===== config.mk =====
export PLATFORM = sky130hd
export DESIGN_NAME = ext_pipe
export DESIGN_NICKNAME = d
export VERILOG_FILES = /design/src/rtl/ext_pipe_pkg.sv /design/src/rtl/ext_core.sv /design/src/rtl/ext_pipe.sv
export SDC_FILE = /design/constraint.sdc
export NUM_CORES = 1
export LEC_CHECK = 0
export ABC_AREA = 1
export CORE_AREA = 2 2 104 106
export DETAILED_ROUTE_END_ITERATION = 10
export DIE_AREA = 0 0 106 108
export PLACE_DENSITY = 0.8
export SLEW_MARGIN = 5
export SYNTH_ARGS = -nofsm -noshare
export SYNTH_HDL_FRONTEND = slang
export SYNTH_SLANG_ARGS = --single-unit

===== constraint.sdc =====
create_clock -name clk -period 4.64 [get_ports clk]
set_input_delay 0.928 -clock clk [delete_from_list [all_inputs] [get_ports clk]]
set_output_delay 0.928 -clock clk [all_outputs]
set_load 0.01 [all_outputs]

===== src/rtl/ext_pipe_pkg.sv =====
// ext_pipe_pkg: shared encodings for the immediate / load-data extender.
//   EOP_W  : width of the operation select
//   eop_e  : operation encodings (immediate modes and load extension modes)
package ext_pipe_pkg;

  localparam int EOP_W = 3;

  typedef enum logic [EOP_W-1:0] {
    EXT_SIGN = 3'b000,  // sign-extend imm
    EXT_ZERO = 3'b001,  // zero-extend imm
    EXT_LUI  = 3'b010,  // imm in the top bits, low bits zero
    EXT_BR   = 3'b011,  // sign-extend imm, shift left by SHIFT
    EXT_LB   = 3'b100,  // load byte, signed
    EXT_LBU  = 3'b101,  // load byte, unsigned
    EXT_LH   = 3'b110,  // load halfword, signed
    EXT_LHU  = 3'b111   // load halfword, unsigned
  } eop_e;

endpackage


===== src/rtl/ext_core.sv =====
// ext_core: purely combinational mode mux of the extender.
//   eop      in  : operation select (eop_e encodings)
//   imm      in  : immediate operand, IN_W bits
//   word     in  : loaded data word (load modes)
//   offset   in  : byte address bits [1:0] (load modes)
//   ext      out : extended result, OUT_W bits
//   misalign out : halfword mode with an odd byte offset
module ext_core
  import ext_pipe_pkg::*;
#(
  parameter int IN_W  = 16,
  parameter int OUT_W = 32,
  parameter int SHIFT = 2
) (
  input  logic [EOP_W-1:0] eop,
  input  logic [IN_W-1:0]  imm,
  input  logic [31:0]      word,
  input  logic [1:0]       offset,
  output logic [OUT_W-1:0] ext,
  output logic             misalign
);

  logic [7:0]       byte_sel;
  logic [15:0]      half_sel;
  logic [OUT_W-1:0] imm_sext;
  logic [OUT_W-1:0] imm_zext;

  assign byte_sel = word[{offset, 3'b000} +: 8];
  // Halfword lane comes from offset[1] only; an odd offset is flagged, not corrected.
  assign half_sel = word[{offset[1], 4'b0000} +: 16];
  assign imm_sext = {{(OUT_W-IN_W){imm[IN_W-1]}}, imm};
  assign imm_zext = {{(OUT_W-IN_W){1'b0}}, imm};

  always_comb begin
    ext      = imm_sext;
    misalign = 1'b0;
    case (eop)
      EXT_SIGN: ext = imm_sext;
      EXT_ZERO: ext = imm_zext;
      EXT_LUI:  ext = {imm, {(OUT_W-IN_W){1'b0}}};
      EXT_BR:   ext = imm_sext << SHIFT;
      EXT_LB:   ext = {{(OUT_W-8){byte_sel[7]}}, byte_sel};
      EXT_LBU:  ext = {{(OUT_W-8){1'b0}}, byte_sel};
      EXT_LH: begin
        ext      = {{(OUT_W-16){half_sel[15]}}, half_sel};
        misalign = offset[0];
      end
      EXT_LHU: begin
        ext      = {{(OUT_W-16){1'b0}}, half_sel};
        misalign = offset[0];
      end
      default: ext = imm_sext;
    endcase
  end

endmodule


===== src/rtl/ext_pipe.sv =====
// ext_pipe: pipelined immediate / load-data extender with a 2-entry skid FIFO.
//   clk, reset          : clock, asynchronous active-high reset
//   in_valid / in_ready : request handshake (in_ready is registered)
//   eop, imm, word, offset : request operands
//   flush               : synchronous, dominant discard of all buffered results
//   out_valid / out_ready : result handshake
//   ext, misalign       : head-of-FIFO result and sideband
module ext_pipe
  import ext_pipe_pkg::*;
#(
  parameter int IN_W  = 16,
  parameter int OUT_W = 32,
  parameter int SHIFT = 2
) (
  input  logic             clk,
  input  logic             reset,
  input  logic             in_valid,
  output logic             in_ready,
  input  logic [EOP_W-1:0] eop,
  input  logic [IN_W-1:0]  imm,
  input  logic [31:0]      word,
  input  logic [1:0]       offset,
  input  logic             flush,
  output logic             out_valid,
  input  logic             out_ready,
  output logic [OUT_W-1:0] ext,
  output logic             misalign
);

  if (OUT_W < 2*IN_W || OUT_W < 32) begin : g_bad_width
    $error("ext_pipe: OUT_W must be >= 2*IN_W and >= 32");
  end

  // Entry layout: {misalign, ext}
  localparam int EW = OUT_W + 1;

  logic [OUT_W-1:0] core_ext;
  logic             core_mis;

  ext_core #(.IN_W(IN_W), .OUT_W(OUT_W), .SHIFT(SHIFT)) u_core (
    .eop      (eop),
    .imm      (imm),
    .word     (word),
    .offset   (offset),
    .ext      (core_ext),
    .misalign (core_mis)
  );

  logic [EW-1:0] mem   [2];
  logic [EW-1:0] mem_n [2];
  logic          rptr, wptr, rptr_n, wptr_n;
  logic [1:0]    cnt, cnt_n;
  logic          in_ready_q;
  logic [EW-1:0] head_q;
  logic          push, pop;

  assign in_ready  = in_ready_q;
  assign out_valid = (cnt != 2'd0);
  assign ext       = head_q[OUT_W-1:0];
  assign misalign  = head_q[OUT_W];

  always_comb begin
    push   = in_valid && in_ready_q && !flush;
    pop    = out_valid && out_ready && !flush;
    mem_n  = mem;
    rptr_n = rptr ^ pop;
    wptr_n = wptr ^ push;
    cnt_n  = cnt + {1'b0, push} - {1'b0, pop};
    if (push) mem_n[wptr] = {core_mis, core_ext};
    if (flush) begin
      rptr_n = 1'b0;
      wptr_n = 1'b0;
      cnt_n  = 2'd0;
    end
  end

  // head_q mirrors the next head so ext is a clean register output; it is
  // left alone when the FIFO goes empty so the idle value stays deterministic.
  always_ff @(posedge clk or posedge reset) begin
    if (reset) begin
      mem[0]     <= '0;
      mem[1]     <= '0;
      rptr       <= 1'b0;
      wptr       <= 1'b0;
      cnt        <= 2'd0;
      in_ready_q <= 1'b1;
      head_q     <= '0;
    end else begin
      mem[0]     <= mem_n[0];
      mem[1]     <= mem_n[1];
      rptr       <= rptr_n;
      wptr       <= wptr_n;
      cnt        <= cnt_n;
      in_ready_q <= (cnt_n != 2'd2);
      if (cnt_n != 2'd0) head_q <= mem_n[rptr_n];
    end
  end

endmodule


### After elaboration in Yosys (flattened, before gate mapping)

Index checks and enable logic that the tools add are counted.

| operators by class | value |
|---|---|
| $add $sub $neg | 2 |
| $lt $le $gt $ge | 3 |
| equality and inequality tests | 8 |
| bitwise operators | 4 |
| reduce and logical (&&, ||, !) cells | 10 |
| shifts and indexed selects | 2 |
| muxes and demuxes | 12 |

Operators with widths:

| cell | count |
|---|---|
| 32-bit case mux with 8 select lines | 1 |
| 33-bit two-way mux | 4 |
| 66-bit bitwise mux | 1 |
| 66-bit two-way mux | 1 |
| 33-bit demux with 1-bit select | 1 |
| 32-bit by 6-bit variable part select with 16-bit output | 1 |
| 32-bit by 6-bit variable part select with 8-bit output | 1 |
| 3-bit equality test, second input constant | 4 |
| 3-bit by 2-bit equality test with 1-bit output, second input constant | 2 |
| 1-bit logical AND | 5 |
| 2-bit >= comparator, second input constant | 2 |
| 1-bit NOT with 2-bit output | 2 |
| 2-bit nonzero test | 2 |
| 3-bit by 1-bit equality test with 1-bit output, second input constant | 1 |
| 3-bit zero test | 1 |
| 1-bit two-way mux | 3 |
| 2-bit by 1-bit adder with 2-bit output | 1 |
| 2-bit by 1-bit < comparator with 1-bit output, second input constant | 1 |
| 2-bit two-way mux | 1 |
| 2-bit inequality test, second input constant | 1 |
| 2-bit OR reduction | 1 |
| 2-bit by 1-bit subtractor with 2-bit output | 1 |
| 1-bit XOR | 2 |
| 1-bit zero test | 1 |

| word-level totals | value |
|---|---|
| bits in registers | 104 |
| word-level logic and storage cells | 48 |
| input port bits | 58 |
| output and inout port bits | 35 |

### Depth between registers and ports, before layout

Gate-level depths: netlist of the first run.

| logic depth | value |
|---|---|
| depth after elaboration | 10 |
| gate-level depth with buffers | 14 |

### Cells and area by module

From an unflattened synthesis of the first run, not the netlist that was laid out.

| unflattened totals | value |
|---|---|
| cell total of the unflattened synthesis | 979 |
| area, all modules | 6259.8 um2 |

By module, submodules not included:

| module | sequential area each (um2) | area each (um2) | cells an instance | instances |
|---|---|---|---|---|
| ext_pipe | 2603.7 | 5315.1 | 773 | 1 |
| ext_core | 0.0 | 944.7 | 206 | 1 |

### Least setup slack after synthesis of the first run

Ideal clock, no wire load.

| path | value |
|---|---|
| path kind | input-to-reg |
| start | in flush |
| end | reg head_q[11] |
| arrival | 2445 ps |
| library setup time | 66 ps |
| slack | 2129 ps |
| stages on the path | 13 |
| cell sequence | inv_2 > nand3_2 > ha_1 > inv_1 > ha_1 > inv_1 > nor2_1 > nand3b_1 > nand2_1 > inv_1 > buf_1 > nand2_1 > nand2_1 |

| on the way | value |
|---|---|
| word-level cells in the longest chain between the ends | 8 |
| elaborated cells between the ends (all ways) | 14 |
| classes of those cells | add/sub (2); mux (6); bitwise (2); reduce/logical (4) |

Ends and longest elaborated chain:

| what | RTL line | source |
|---|---|---|
| start: declaration | ext_pipe.sv:23 | `input logic flush,` |
| parallel branches: the longest is 8 deep, another holds 2-bit by 1-bit adder with 2-bit output | - |  |
| end signal: assignment | ext_pipe.sv:95 | `if (cnt_n != 2'd0) head_q <= mem_n[rptr_n];` |
| end: declaration | ext_pipe.sv:54 | `logic [EW-1:0] head_q;` |

Parallel ways; which one is timed is not known. The select of a mux whose other input is x is not followed.
A chain may end at the register's enable or synchronous reset.

### Worst setup path after layout of the first run

| path | value |
|---|---|
| start | in flush |
| end | reg head_q[16] |

The elaborated chain is that of the path after synthesis.

==> results.cfg, run 1 <==
[run_status]
status = completed

[yosys]
synth_simple_gate_area_frac = 0.395
synthDistinctLibCells = 30
synth-seq-area-share = 0.476
synth_fp_nets = 811
synth_top_family_by_area = simple AND/OR/NAND/NOR gates
synth_compound_area_frac = 0.0400
synthAdderAreaFrac = 0.00457
synth_xor_area_frac = 0.00160
synth_ff_type = dfrtp_1
ys_ff_latch = 104
yosysWarnings = 0
syn-mean-instance-area_um2 = 7.29
muxShareOfSynthArea = 0
synth_edf_count = 0
synth_area_um2 = 5480
synthArstFlopShare = 1.00
synthCells = 751

[die]
die_area_um2 = 11400
core_area_um2 = 10200
die_x_um = 106
rows = 37
fp.dieH_um = 108
start_util = 0.535
num_io_pins = 93

[timing]
worst-slew-pin-transition_ps = 1120
finalMaxSlewViolations = 0
slew_headroom = 0.256
max_freq_mhz = 310
fin_crit_sh = 0.696
skew_ps = 17.8
rsz0062_at_grt = no
setup_viol = 0
tns_ps = 0
holdWs_ps = 483
fin_crit_ps = 3230
hold_viol = 0

[power]
swShare = 0.350
p_int_uw = 1970
p_per_area_nw_per_um2 = 458
pwr-share-clk = 0.198
p_comb_frac = 0.367
p_switching_uw = 1060
ir_worst_vdd_mv = 0.233
p_seq_frac = 0.435
p_leak_uw = 0.00355

[global_route]
antenna_found_initial = 0
grt_pass1_wl_um = 24000
grt.overflow.total = 0
gr-usage-all-layers = 0.266
grt_max_degree = 71
grt_pass1_vias = 5091

[route]
wire_per_inst_um = 15.1
vias = 5185
ant_nets = 0
drt_iter0_markers = 461
drc = 0
wirelength_um = 14500
firstDrtPassIters = 5
viasPerCell = 5.38

[clocking]
h-tree-depth = 3
cts_tree = built
clockRootBuffer = clkbuf_8
clock_latency_ps = 380
cts_setup_buffers = 0
cts_buffers = 9
clkTransAtPathRegs_ps = 90
cts.sinks = 104
cts_hold_buf = 0
cts.repair.resized = 0
clockBufferDepth = 2

[cells_and_area]
final_common_cell = nand2_1
regArea_um2 = 2600
fin_cells = 963
multi_input_area_um2 = 2420
stdcell_area_um2 = 6620
final_cell_mix = nand2_1, nand3_1, dfrtp_1
fin_nets = 882
drive_gt1_frac = 0.0568
final_util = 0.647
diodes = 0
fillers = 893
area_growth_pct = 20.9

[setup_path]
required_ps = 4950
critical_path_class = in2reg
critPathLaunchType = input port
path_max_fanout = 33
end_kind = flip-flop
arrival_ps = 3540

[place]
place_congestion = 0.942
place_area_um2 = 6410
post-dp-hpwl_um = 9900
io_buffers = 92
dp.cells = 947

[min_path]
hp-class = reg2reg

[job]
maxCapViolations = 0
cell type report:
cell class | instances | share of cell area
clock buffer | 9 | 0.0187
multi-input combinational | 545 | 0.366
clock inverter | 7 | 0.0132
inverter | 64 | 0.0372
sequential | 104 | 0.393
timing repair buffer | 98 | 0.146
tap | 136 | 0.0257
through the flow:
| step | power (µW) | worst slack, ps |
|---|---|---|
| 2_1_floorplan | 1960 | 981 |
| 3_3_place_gp | 2400 | 1200 |
| 3_5_place_dp | 2440 | 1020 |
| 4_1_cts | 3040 | 1410 |
| 5_1_grt | 3230 | 1150 |
| 6_report | 3030 | 1410 |
per-layer routing:
| layer | global-route usage | share of wire | wire, µm | vias to the layer above |
|---|---|---|---|---|
| li1 | - | - | - | 2502 |
| met1 | 0.359 | 0.42 | 6120 | 2455 |
| met2 | 0.443 | 0.49 | 7170 | 200 |
| met3 | 0.0422 | 0.065 | 939 | 28 |
| met4 | 0.0902 | 0.021 | 301 | 0 |
| met5 | 0 | 0 | 0 | - |
power by group through the flow:
| stage | Sequential (µW) | Combinational [µW] | Clock, µW |
|---|---|---|---|
| after global placement | 1330 | 1070 | 0 |
| after detailed placement | 1330 | 1110 | 0 |
| after floorplan | 1380 | 579 | 0 |
| final | 1320 | 1110 | 599 |
| after global routing | 1350 | 1230 | 639 |
| after CTS | 1320 | 1120 | 603 |
logic make-up after synthesis:
logic type | Yosys count
and+or+nand+nor | 503
AOI/OAI and AO/OA | 39
DFF | 104
xor gates and xnor gates | 1
adders and majority gates | 2
buffers and inverters | 102
cells in the mapped netlist (2+ instances only):
cell	n	area share
a21boi_1	5	0.0069
and2_1	6	0.0069
buf_1	4	0.0027
buf_2	16	0.015
buf_4	9	0.012
buf_6	2	0.0041
clkbuf_1	6	0.0041
dfrtp_1	103	0.47
ha_1	2	0.0046
inv_1	57	0.039
inv_2	5	0.0034
nand2_1	333	0.23
nand3_1	109	0.10
nand3_2	5	0.0091
nand3b_1	2	0.0027
nand4_1	19	0.022
nor2_1	20	0.014
o21ai_0	29	0.027
o21ai_1	3	0.0027
or2_2	6	0.0069
worst max-delay path: stages:
cell,delay (ps)
clkdlybuf4s50_1,440
inv_2,130
nand3_2,130
ha_1,310
inv_1,60
ha_1,120
inv_1,40
nor2_1,80
nand3b_1,120
nand2_1,70
inv_1,810
nand2_1,160
nand2_1,110
registers in the layout, summed over array words and instances, names as in the netlist:
signal	count
cnt	2
head_q	33
in_ready	1
mem	66
rptr	1
wptr	1
worst paths after layout:
| kind | from | end | slack (ps) | depth (start not counted) |
|---|---|---|---|---|
| setup / recovery | flush | head_q[16] | 1410 | 13 |
| hold / removal | head_q[28] | head_q[28] | 480 | 2 |
| setup reg to reg | cnt[1] | head_q[16] | 1910 | 13 |
| hold reg to reg | head_q[28] | head_q[28] | 480 | 2 |
| max in group asynchronous | reset | mem[4] | 2770 | 3 |
| min in group asynchronous | reset | head_q[23] | 1060 | 2 |
No activity file was read; power rests on OpenSTA's default activity.
==> run 2, diff against run 1 <==
==> constraint.sdc (replaced) <==
create_clock -name clk -period 3.1 [get_ports clk]
set_input_delay 0.62 -clock clk [delete_from_list [all_inputs] [get_ports clk]]
set_output_delay 0.62 -clock clk [all_outputs]
set_load 0.01 [all_outputs]
==> run 2 against run 1 <==
First-iteration DRC count down 22%. Critical path type unchanged. Highest routed layer unchanged. Register-to-register slack got worse by 1200 ps. Critical path depth did not move. Routed wire length fell by 2.6%. Largest cell class unchanged. Clock skew decreased by 7.4 ps. Flip-flop and latch count unchanged.
==> results.cfg, run 2 (synthesis gave the netlist of run 1 again) <==
[clocking]
cts.sinks = 104
clockRootBuffer = clkbuf_8
h-tree-depth = 3
cts_buffers = 9
cts.repair.resized = 0
clkTransAtPathRegs_ps = 100
clock_latency_ps = 380
cts_setup_buffers = 0
cts_tree = built
cts_hold_buf = 0
clockBufferDepth = 2

[global_route]
antenna_found_initial = 0
top_usage_layer = met2
grt_pass1_vias = 5239
grt.overflow.total = 0
grt_pass1_wl_um = 24300
use_met1 = 0.349
grt_max_degree = 105
gr-usage-met3 = 0.0458
gr-usage-all-layers = 0.267
use_met2 = 0.456

[timing]
max_freq_mhz = 383
tns_ps = 0
setup_viol = 0
hold_viol = 0
fin_crit_ps = 2610
fin_crit_sh = 0.842
skew_ps = 10.4
finalMaxSlewViolations = 0
worst-slew-pin-transition_ps = 594
setup_slack_ps = 491
slew_headroom = 0.604
rsz0062_at_grt = no

[setup_path]
critical_path_class = in2reg
path_max_fanout = 33
critPathLaunchType = input port
slowest_stage = clkdlybuf4s50_1
end_kind = flip-flop
arrival_ps = 2920
required_ps = 3410
max_stage_delay_ps = 440
path_cells = clkdlybuf4s50_1 > inv_2 > nand3_2 > ha_1 > inv_1 > ha_1 > inv_1 > nor2_1 > nand3b_1 > nand2_1 > buf_4 > o21ai_0 > o21ai_1
rrSetupSlack_ps = 680

[die]
num_io_pins = 93
rows = 37
die_area_um2 = 11400
start_util = 0.535
die_x_um = 106
core_area_um2 = 10200
fp.dieH_um = 108

[route]
viasPerCell = 5.35
vias = 5183
drt_iter0_markers = 358
ant_nets = 0
drc = 0
firstDrtPassIters = 5
wirelength_um = 14200
wire_per_inst_um = 14.6

[cells_and_area]
final_util = 0.652
reg_top3 = mem: 66 flops, head_q: 33 flops, cnt: 2 flops
final_cell_mix = nand2_1, nand3_1, dfrtp_1
drive_gt1_frac = 0.0625
diodes = 0
fillers = 894
top_register = mem
area_growth_pct = 21.9
stdcell_area_um2 = 6670
fin_nets = 887
final_common_cell = nand2_1
fin_cells = 968
largest_reg_flops = 66

[power]
ir_worst_vdd_mv = 0.349
p_per_area_nw_per_um2 = 672
p_seq_frac = 0.440
swShare = 0.346
pwr-share-clk = 0.185
p_switching_uw = 1550
p_int_uw = 2930
p_comb_frac = 0.375
p_leak_uw = 0.00358

[place]
place_congestion = 0.930
post-place-ws_ps = 91.1
io_buffers = 92
post-dp-hpwl_um = 9860
place_area_um2 = 6470
dp.cells = 952

[job]
maxCapViolations = 0

[min_path]
hp-class = reg2reg

[run_status]
status = completed
[run 2: cell type report]
cell class	count	area, µm²	share of cell area
clock inverter	5	51.3	0.00769
sequential	104	2600	0.390
inverter	64	248	0.0371
tap	136	170	0.0255
multi-input combinational	545	2420	0.363
clock buffer	11	151	0.0227
timing repair buffer	103	1030	0.154
[run 2: power groups by stage]
stage | Combinational [µW] | Clock [µW] | Sequential, µW
2_1_floorplan | 867 | 0 | 2060
3_3_place_gp | 1620 | 0 | 1990
3_5_place_dp | 1680 | 0 | 2000
4_1_cts | 1690 | 846 | 1980
5_1_grt | 1880 | 908 | 2020
6_report | 1680 | 831 | 1970
[run 2: worst max-delay path: cells and delay by family]
kind | cells | cell delay [ps]
adders and majority gates | 2 | 480
and+or+nand+nor | 4 | 440
buffers and inverters | 5 | 1070
AOI/OAI and AO/OA | 2 | 310
[run 2: path summary, 6_finish.rpt]
kind                       startpoint         to  depth (start not counted)
setup / recovery                flush  head_q[1]                         13
min in group asynchronous       reset       rptr                          3
hold / removal                mem[10]    mem[10]                          2
hold reg to reg               mem[10]    mem[10]                          2
max in group asynchronous       reset    mem[39]                          3
setup reg to reg               cnt[1]  head_q[1]                         13
[run 2: stage by stage]
step	hold slack, ps	total power [µW]
after detailed placement	459	3680
after global placement	455	3610
after CTS	485	4520
after global routing	498	4810
final	483	4480
after floorplan	440	2930
[run 2: metal layers]
metal / vias up / routed length, µm
met5: - / 0
met4: 0 / 268
met3: 26 / 850
met2: 177 / 6890
met1: 2465 / 6150
li1: 2515 / -
==> run 3, diff against run 2 <==
--- a/config.mk
+++ b/config.mk
@@ -6,10 +6,10 @@
 export NUM_CORES = 1
 export LEC_CHECK = 0
 export ABC_AREA = 1
-export CORE_AREA = 2 2 104 106
+export CORE_AREA = 2 2 110 112
 export DETAILED_ROUTE_END_ITERATION = 10
-export DIE_AREA = 0 0 106 108
-export PLACE_DENSITY = 0.8
+export DIE_AREA = 0 0 112 114
+export PLACE_DENSITY = 0.75
 export SLEW_MARGIN = 5
 export SYNTH_ARGS = -nofsm -noshare
 export SYNTH_HDL_FRONTEND = slang
==> constraint.sdc (replaced) <==
create_clock -name clk -period 2.1 [get_ports clk]
set_input_delay 0.42 -clock clk [delete_from_list [all_inputs] [get_ports clk]]
set_output_delay 0.42 -clock clk [all_outputs]
set_load 0.01 [all_outputs]
==> run 3 against run 2 <==
The run now ends with setup timing left. Die area rose by 12%. Sequential share of layout area down 3.4 points. Via count down 1.0%. Largest cell class unchanged.
==> results.cfg, run 3 (synthesis gave the netlist of run 1 again) <==
[setup_path]
critical_path_class = reg2reg
arrival_ps = 2350
r2r_start = cnt[0]
rrSetupSlack_ps = -6
critPathLaunchType = flip-flop
path_cells = or2_1 > nand2_2 > nor2_1 > ha_1 > inv_1 > ha_2 > inv_2 > nor2_1 > nand3b_1 > nand2_4 > inv_6 > clkbuf_16 > nand2_2 > nand2_1
path_max_fanout = 9
slowest_stage = dfrtp_1
r2r_end = head_q[15]
end_kind = flip-flop
max_stage_delay_ps = 370
reg2reg_depth = 14
required_ps = 2340

[global_route]
gr-usage-all-layers = 0.237
grt_max_degree = 105
grt_pass1_vias = 5174
antenna_found_initial = 0
grt_pass1_wl_um = 24400
grt.overflow.total = 0

[timing]
fin_crit_ps = 2110
slew_headroom = 0.620
setup_slack_ps = -6.37
hold_viol = 0
setup_viol = 3
skew_ps = 10.1
worst-slew-pin-transition_ps = 570
max_freq_mhz = 475
finalMaxSlewViolations = 0
holdWs_ps = 473
fin_crit_sh = 1.00
rsz0062_at_grt = yes

[clocking]
cts_buffers = 9
clkTransAtPathRegs_ps = 70
cts.sinks = 104
cts_tree = built
clock_latency_ps = 350
h-tree-depth = 3
clockBufferDepth = 2
cts_hold_buf = 0
clockRootBuffer = clkbuf_16

[route]
firstDrtPassIters = 4
ant_nets = 0
wirelength_um = 14200
vias = 5129
wire_per_inst_um = 13.9
drt_iter0_markers = 363
viasPerCell = 5.01
drc = 0

[cells_and_area]
final_cell_mix = nand2_1, nand3_1, dfrtp_1
top_register = mem
area_growth_pct = 33.5
drive_gt1_frac = 0.124
fin_nets = 931
fin_cells = 1023
stdcell_area_um2 = 7310
fillers = 1043
final_common_cell = nand2_1
diodes = 0
final_util = 0.624
reg_top3 = mem: 66 flops, head_q: 33 flops, cnt: 2 flops
largest_reg_flops = 66

[place]
io_buffers = 92
dp.cells = 1002
place_area_um2 = 6880
post-place-ws_ps = -305
place_congestion = 0.912
post-dp-hpwl_um = 10200

[min_path]
min_from = mem[11]
holdPathEnd = mem[11]
hp-class = reg2reg
worstHoldPathCells = 2

[power]
p_per_area_nw_per_um2 = 1030
p_leak_uw = 0.00390
ir_worst_vdd_mv = 0.592

[die]
start_util = 0.468
die_area_um2 = 12800
rows = 40
num_io_pins = 93
core_area_um2 = 11700
fp.dieH_um = 114
die_x_um = 112

[run_status]
violations = setup timing
status = finished, violations left

[job]
maxCapViolations = 0
run 3: cell types whose count changed in the layout (fill, tap and decap cells not counted), sizes merged:
cell / before / now
clkinv: 5 / 1
buf: 11 / 54
inv: 63 / 65
clkinvlp: 1 / 2
bufinv: 0 / 2
run 3: report_power, final:
group,internal [µW],switching (µW)
clock,1090,768
sequential,2650,271
combinational,1370,1370
total,5120,2410
run 3: per-stage QoR:
step,setup TNS (ps),power (µW)
after CTS,-0.238,7490
final,-16.5,7540
after global routing,-4610,8050
after floorplan,0,4340
after global placement,-8620,5500
after detailed placement,-9620,5560
run 3: critical path: cells and delay by family, from the launching register on:
family / cells / cell delay (ps)
buffers and inverters: 4 / 310
adder cells (fa/ha/maj): 2 / 420
AND/OR/NAND/NOR: 8 / 890
flip-flops: 1 / 370
run 3: final cells by class:
cell class                      instances  area, µm²  share of cell area
Clock buffer                           10        239              0.0327
Clock inverter                          6       96.3              0.0132
Inverter                               64        253              0.0346
Multi-Input combinational cell        545       2450               0.335
Sequential cell                       104       2600               0.356
Tap cell                              147        184              0.0252
Timing Repair Buffer                  147       1480               0.203
run 3: timing repair:
item	CTS	global route
setup buffers	1	3
endpoints found under the hold margin	0	0
setup endpoints to repair	33	33
gates resized for setup	7	12
cloned	0	1
pin swaps	0	3
run 3: metal layers:
layer | up-vias | part of all wire | track usage
met1 | 2354 | 0.46 | 0.327
met5 | - | 0 | 0
met2 | 148 | 0.47 | 0.390
li1 | 2611 | - | -
met3 | 16 | 0.055 | 0.0446
met4 | 0 | 0.012 | 0.0618
run 3: worst max path at each step:
stage	startpoint	endpoint	slack (ps)	depth (start not counted)
after floorplan	cnt[1]	head_q[10]	30	14
after global placement	flush	head_q[17]	-270	13
after detailed placement	flush	head_q[15]	-300	14
after CTS	cnt[1]	head_q[14]	-0.2	14
after global routing	cnt[0]	head_q[3]	-160	14
final	cnt[0]	head_q[15]	-6	14
